[src/rtl/move_sequencer.sv]
// move_sequencer: debounced one-move-per-press sequencer for move, spawn and redraw handshakes.
// Optional MSEQ_NOCHANGE_SKIP_EN: a move that changes no box skips spawn and redraw.
module move_sequencer #(
  parameter int CNT_W           = 16,
  parameter int DEBOUNCE_CYCLES = 50000
) (
  input  logic       clock,
  input  logic       resetn,
  input  logic [3:0] key_n,
  input  logic       game_over,
  input  logic       move_ack,
  input  logic       move_done,
  input  logic       board_changed,
  input  logic       spawn_done,
  input  logic       draw_done,
  output logic       move_req,
  output logic [3:0] move_dir,
  output logic       spawn_req,
  output logic [3:0] spawn_cell,
  output logic       draw_req,
  output logic       busy,
  output logic [3:0] last_dir,
  output logic [2:0] state
);
  typedef enum logic [2:0] {IDLE, MREQ, MWAIT, SPAWN, DRAW, REL} st_t;
  localparam logic [CNT_W-1:0] DEB    = CNT_W'(DEBOUNCE_CYCLES);
  localparam logic [CNT_W-1:0] DEB_M1 = CNT_W'(DEBOUNCE_CYCLES - 1);
  st_t              st;
  logic [3:0]       s1, raw, cand, keys, sel;
  logic [CNT_W-1:0] cnt;
  logic [7:0]       lfsr;
  assign state = st;
  always_comb
    sel = keys[3] ? 4'b1000 : keys[2] ? 4'b0100 : keys[1] ? 4'b0010 : keys[0] ? 4'b0001 : 4'b0000;
  always_ff @(posedge clock or negedge resetn)
    if (!resetn) begin
      s1   <= '0;
      raw  <= '0;
      cand <= '0;
      keys <= '0;
      cnt  <= '0;
      lfsr <= 8'hA5;
    end else begin
      s1   <= ~key_n;
      raw  <= s1;
      lfsr <= {lfsr[6:0], lfsr[7] ^ lfsr[5] ^ lfsr[4] ^ lfsr[3]};
      if (raw != cand) begin
        cand <= raw;
        cnt  <= '0;
      end else begin
        cnt <= (cnt == DEB) ? cnt : cnt + 1'b1;
        if (cnt == DEB_M1) keys <= cand;
      end
    end
`ifndef MSEQ_NOCHANGE_SKIP_EN
  logic unused_board_changed;
  assign unused_board_changed = board_changed;
`endif
  always_ff @(posedge clock or negedge resetn)
    if (!resetn) begin
      st         <= IDLE;
      move_req   <= 1'b0;
      move_dir   <= '0;
      spawn_req  <= 1'b0;
      spawn_cell <= 4'h5;
      draw_req   <= 1'b0;
      busy       <= 1'b0;
      last_dir   <= '0;
    end else begin
      case (st)
        IDLE: if (keys != 4'b0 && !game_over) begin
          st       <= MREQ;
          move_req <= 1'b1;
          move_dir <= sel;
          last_dir <= sel;
          busy     <= 1'b1;
        end
        MREQ: if (move_ack) begin
          st       <= MWAIT;
          move_req <= 1'b0;
        end
        MWAIT: if (move_done) begin
`ifdef MSEQ_NOCHANGE_SKIP_EN
          if (!board_changed) st <= REL;
          else begin
            st         <= SPAWN;
            spawn_req  <= 1'b1;
            spawn_cell <= lfsr[3:0];
          end
`else
          st         <= SPAWN;
          spawn_req  <= 1'b1;
          spawn_cell <= lfsr[3:0];
`endif
        end
        SPAWN: if (spawn_done) begin
          st        <= DRAW;
          spawn_req <= 1'b0;
          draw_req  <= 1'b1;
        end
        DRAW: if (draw_done) begin
          st       <= REL;
          draw_req <= 1'b0;
        end
        REL: if (keys == 4'b0) begin
          st   <= IDLE;
          busy <= 1'b0;
        end
        default: begin
          st        <= IDLE;
          move_req  <= 1'b0;
          spawn_req <= 1'b0;
          draw_req  <= 1'b0;
          busy      <= 1'b0;
        end
      endcase
    end
endmodule

[config.mk]
export PLATFORM = sky130hd
export DESIGN_NAME = move_sequencer
export DESIGN_NICKNAME = d
export VERILOG_FILES = /design/src/rtl/move_sequencer.sv
export SDC_FILE = /design/constraint.sdc
export NUM_CORES = 1
export LEC_CHECK = 0
export CAP_MARGIN = 10
export CELL_PAD_IN_SITES_DETAIL_PLACEMENT = 1
export CELL_PAD_IN_SITES_GLOBAL_PLACEMENT = 1
export CORE_MARGIN = 10
export CORE_UTILIZATION = 46
export DETAILED_ROUTE_END_ITERATION = 6
export PLACE_DENSITY = 0.88
export SLEW_MARGIN = 20
export SYNTH_ARGS = -nofsm -noshare
export SYNTH_HDL_FRONTEND = slang
export SYNTH_SLANG_ARGS = --single-unit
[constraint.sdc]
create_clock -name clock -period 2.46 [get_ports clock]
set_input_delay 0.492 -clock clock [delete_from_list [all_inputs] [get_ports clock]]
set_output_delay 0.492 -clock clock [all_outputs]
set_load 0.03 [all_outputs]
==> summary.json <==
{
  "outcome": "completed",
  "ys_types": 36,
  "cpMaxStageDelayCell": "sky130_fd_sc_hd__clkdlybuf4s50_1",
  "total_leakage_power_nw": 1.168,
  "timing.hold.worst.class": "in -> async",
  "finalCritPeriodShare_pct": 88.02,
  "switching_fraction_of_total_power_pct": 31.85,
  "timing.critical_path.arrival_ns": 1.67,
  "cts_made_buffers": 5,
  "clock-sinks": 55,
  "flow.area_growth_from_synthesis_pct": 18.81,
  "maxCapViolCount": 0,
  "finalMaxSlewViolations": 0,
  "routed-via-count": 1578,
  "detail_route.drc_violations": 0,
  "finish.net_count": 249,
  "diodes": 0,
  "wire_per_inst_um": 15.74,
  "viasPerCell": 5.208,
  "final_hpwl_from_detailed_placement_mm": 3.547,
  "h-tree-depth": 2,
  "dieHeight_um": 91.24,
  "finalWorstPathRequiredPeriod_ns": 2.165,
  "routed_wl_mm": 4.768,
  "report.final.hold_viol_count": 0,
  "cts-resized-gates": 0,
  "crit_chain": "clkdlybuf4s50_1",
  "achievable-frequency_mhz": 461.8,
  "ant_nets": 0,
  "synth_net_count": 221,
  "crit_type": "reg -> out",
  "clock-root-buffer": "sky130_fd_sc_hd__clkbuf_8",
  "holdBufCountCts": 0,
  "clock_latency_ns": 0.32,
  "cell_internal_pwr_w": 0.001336,
  "setup-violations-final": 0,
  "vdd_drop_max_mv": 0.3790,
  "pin_slew_with_the_least_headroom_to_its_limit_ns": 0.6127,
  "fin_setup_tns_ns": 0,
  "ys_seq_elements": 55,
  "globalRoute.totalOverflow": 0,
  "detail_route.iter0.violations": 67,
  "finish.utilization_pct": 57.58,
  "layout.filler_cells": 530,
  "worst_path_dominant_cell_family": "buffers and inverters",
  "cp_max_fo": 14,
  "start_util_pct": 48.47,
  "combinationalPowerShare_pct": 20.6,
  "ports_placed_on_the_boundary": 31,
  "critPathRequiredTime_ns": 1.97,
  "synth_sequential_area_ratio_pct": 59.27,
  "postSynthAreaPerCell_um2": 11.28,
  "cts_tree": "done",
  "die_w_um": 91.24,
  "gp_congestion": 0.7326,
  "setup_repair_after_global_routing_missed_its_margin": "no",
  "worst_setup_path_end_kind": "output port",
  "grt_max_degree": 28,
  "path_clk_slew_ns": 0.11,
  "max-slew-margin-rel_pct": 58.84,
  "core_area_um2": 4817,
  "antenna_found_initial": 0,
  "synthesis.area_um2": 2335,
  "synthesis.instances": 207,
  "post_cts.repair.setup_buffers": 0,
  "std_cell_rows": 25,
  "drive_gt1_share_pct": 13.14,
  "clock_power_share_pct": 27.2,
  "skew_ns": 0.01024,
  "netSwitchingPower_w": 0.0006244,
  "cp_slowest_stage_delay_ns": 0.76,
  "seqPwrFrac_pct": 52.2,
  "count_of_input_and_output_buffers": 29,
  "yosys_warnings": 0,
  "design.die.area_um2": 8325,
  "power_density_over_cell_area_nw_per_um2": 706.7,
  "grt_pass1_wl_mm": 8.645,
  "critPathLaunchType": "flop",
  "drt_pass1_iterations": 4,
  "grt_pass1_vias": 1727,
  "global_route.usage.total_pct": 12.67,
  "cp.buffers_inverters": 1,
  "clk_path_buf_depth": 2
}
-- metrics by stage --
step | power [W] | std cells | hold slack [ns] | worst slack (ns) | area [µm²]
2_1_floorplan | 0.001273 | 207 | 0.1964 | 0.7826 | 2335
3_3_place_gp | 0.001432 | 295 | 0.3317 | 0.4533 | 2676
3_5_place_dp | 0.001447 | 295 | 0.3386 | 0.3462 | 2676
4_1_cts | 0.001990 | 303 | 0.1721 | 0.2868 | 2774
5_1_grt | 0.002088 | 303 | 0.1851 | 0.2040 | 2774
6_report | 0.001960 | 303 | 0.1586 | 0.2947 | 2774
-- registers in the layout, indices dropped and copies added, names as in the netlist --
| register | cells |
|---|---|
| spawn_req | 1 |
| raw | 4 |
| draw_req | 1 |
| spawn_cell | 4 |
| s1 | 4 |
| cnt | 16 |
| cand | 4 |
| lfsr | 8 |
| busy | 1 |
| last_dir | 4 |
| move_req | 1 |
| state | 3 |
| keys | 4 |
-- cells in the mapped netlist --
master	n	area [µm²]
sky130_fd_sc_hd__dfrtp_1	49	1226
sky130_fd_sc_hd__nand2_1	15	56.30
sky130_fd_sc_hd__nor2_1	15	56.30
sky130_fd_sc_hd__xnor2_1	13	113.9
sky130_fd_sc_hd__inv_1	12	45.04
sky130_fd_sc_hd__a21oi_1	10	50.05
sky130_fd_sc_hd__mux2_2	9	101.4
sky130_fd_sc_hd__clkbuf_1	8	30.03
sky130_fd_sc_hd__nand3_1	8	40.04
sky130_fd_sc_hd__nor3_1	8	40.04
sky130_fd_sc_hd__o21ai_0	7	35.03
sky130_fd_sc_hd__dfstp_2	6	157.7
sky130_fd_sc_hd__nand2b_1	5	31.28
sky130_fd_sc_hd__nand4_1	5	31.28
sky130_fd_sc_hd__xor2_1	5	43.79
sky130_fd_sc_hd__buf_4	4	30.03
sky130_fd_sc_hd__nor4_1	4	25.02
sky130_fd_sc_hd__ha_1	2	25.02
sky130_fd_sc_hd__nor4bb_1	2	20.02
sky130_fd_sc_hd__o211ai_1	2	15.01
sky130_fd_sc_hd__o31ai_1	2	15.01
sky130_fd_sc_hd__or3_1	2	12.51
sky130_fd_sc_hd__a211oi_1	1	7.510
sky130_fd_sc_hd__a31oi_1	1	6.260
sky130_fd_sc_hd__and4_1	1	8.760
sky130_fd_sc_hd__and4b_1	1	10.01
sky130_fd_sc_hd__buf_2	1	5.000
sky130_fd_sc_hd__mux2i_1	1	10.01
sky130_fd_sc_hd__nand3b_1	1	7.510
sky130_fd_sc_hd__nand4_4	1	21.27
sky130_fd_sc_hd__nor2b_1	1	6.260
sky130_fd_sc_hd__nor3b_1	1	7.510
sky130_fd_sc_hd__nor4_4	1	21.27
sky130_fd_sc_hd__o2bb2ai_1	1	8.760
sky130_fd_sc_hd__or2_0	1	6.260
sky130_fd_sc_hd__or4_1	1	7.510
-- layer usage --
| metal | vias up | share of wire (%) | track usage, % |
|---|---|---|---|
| li1 | 753 | - | - |
| met1 | 790 | 43 | 14.99 |
| met2 | 26 | 51 | 21.24 |
| met3 | 9 | 3.6 | 3.786 |
| met4 | 0 | 2.2 | 4.700 |
| met5 | - | 0 | 0 |
-- worst paths after layout --
check                                startpoint                   to  slack (ns)  cells past startpoint
setup reg to reg             cnt[7]$_DFFE_PN0P_  keys[3]$_DFFE_PN0P_        0.61                      4
setup / recovery           state[2]$_DFFE_PN0P_             state[2]        0.29                      1
max in group asynchronous                resetn    lfsr[2]$_DFF_PN1_        1.61                      2
min in group clock              s1[3]$_DFF_PN0_     raw[3]$_DFF_PN0_        0.36                      0
hold reg to reg                 s1[3]$_DFF_PN0_     raw[3]$_DFF_PN0_        0.36                      0
hold / removal                           resetn  keys[2]$_DFFE_PN0P_        0.16                      1
-- kinds of logic (layout without fill, tap and decap cells) --
logic type	after synthesis	count (layout)	synth area share (%)
AND/OR/NAND/NOR	73	73	17.52
XOR/XNOR	18	18	6.752
AO/OA/AOI/OAI	24	24	5.895
flip-flops	55	55	59.27
adder cells (fa/ha/maj)	2	2	1.072
buffers and inverters	25	54	4.716
multiplexers	10	10	4.770
-- final cells by class --
class	instances	area (µm²)	share of cell area, %
Inverter	12	45.04	1.624
Tap cell	67	83.83	3.022
Clock inverter	3	28.78	1.037
Clock buffer	5	68.82	2.481
Timing Repair Buffer	34	322.8	11.64
Sequential cell	55	1384	49.89
Multi-Input combinational cell	127	840.8	30.31
-- placed cells by master (no fill, tap or decap), types with 8 or more instances in the layout --
cell type	netlist	final
sky130_fd_sc_hd__nor2_1	15	15
sky130_fd_sc_hd__dfrtp_1	49	49
sky130_fd_sc_hd__xnor2_1	13	13
sky130_fd_sc_hd__inv_1	12	12
sky130_fd_sc_hd__nor3_1	8	8
sky130_fd_sc_hd__clkdlybuf4s50_1	0	28
sky130_fd_sc_hd__a21oi_1	10	10
sky130_fd_sc_hd__nand3_1	8	8
sky130_fd_sc_hd__mux2_2	9	9
sky130_fd_sc_hd__nand2_1	15	15
-- power by group through the flow --
stage          logic (W)  registers (W)  clock network [W]
2_1_floorplan   0.000190        0.00108                  0
3_3_place_gp    0.000397        0.00104                  0
3_5_place_dp    0.000406        0.00104                  0
4_1_cts         0.000412        0.00102           0.000555
5_1_grt         0.000446        0.00104           0.000604
6_report        0.000404        0.00102           0.000533
Note: power is estimated with default switching activity, not from simulation.
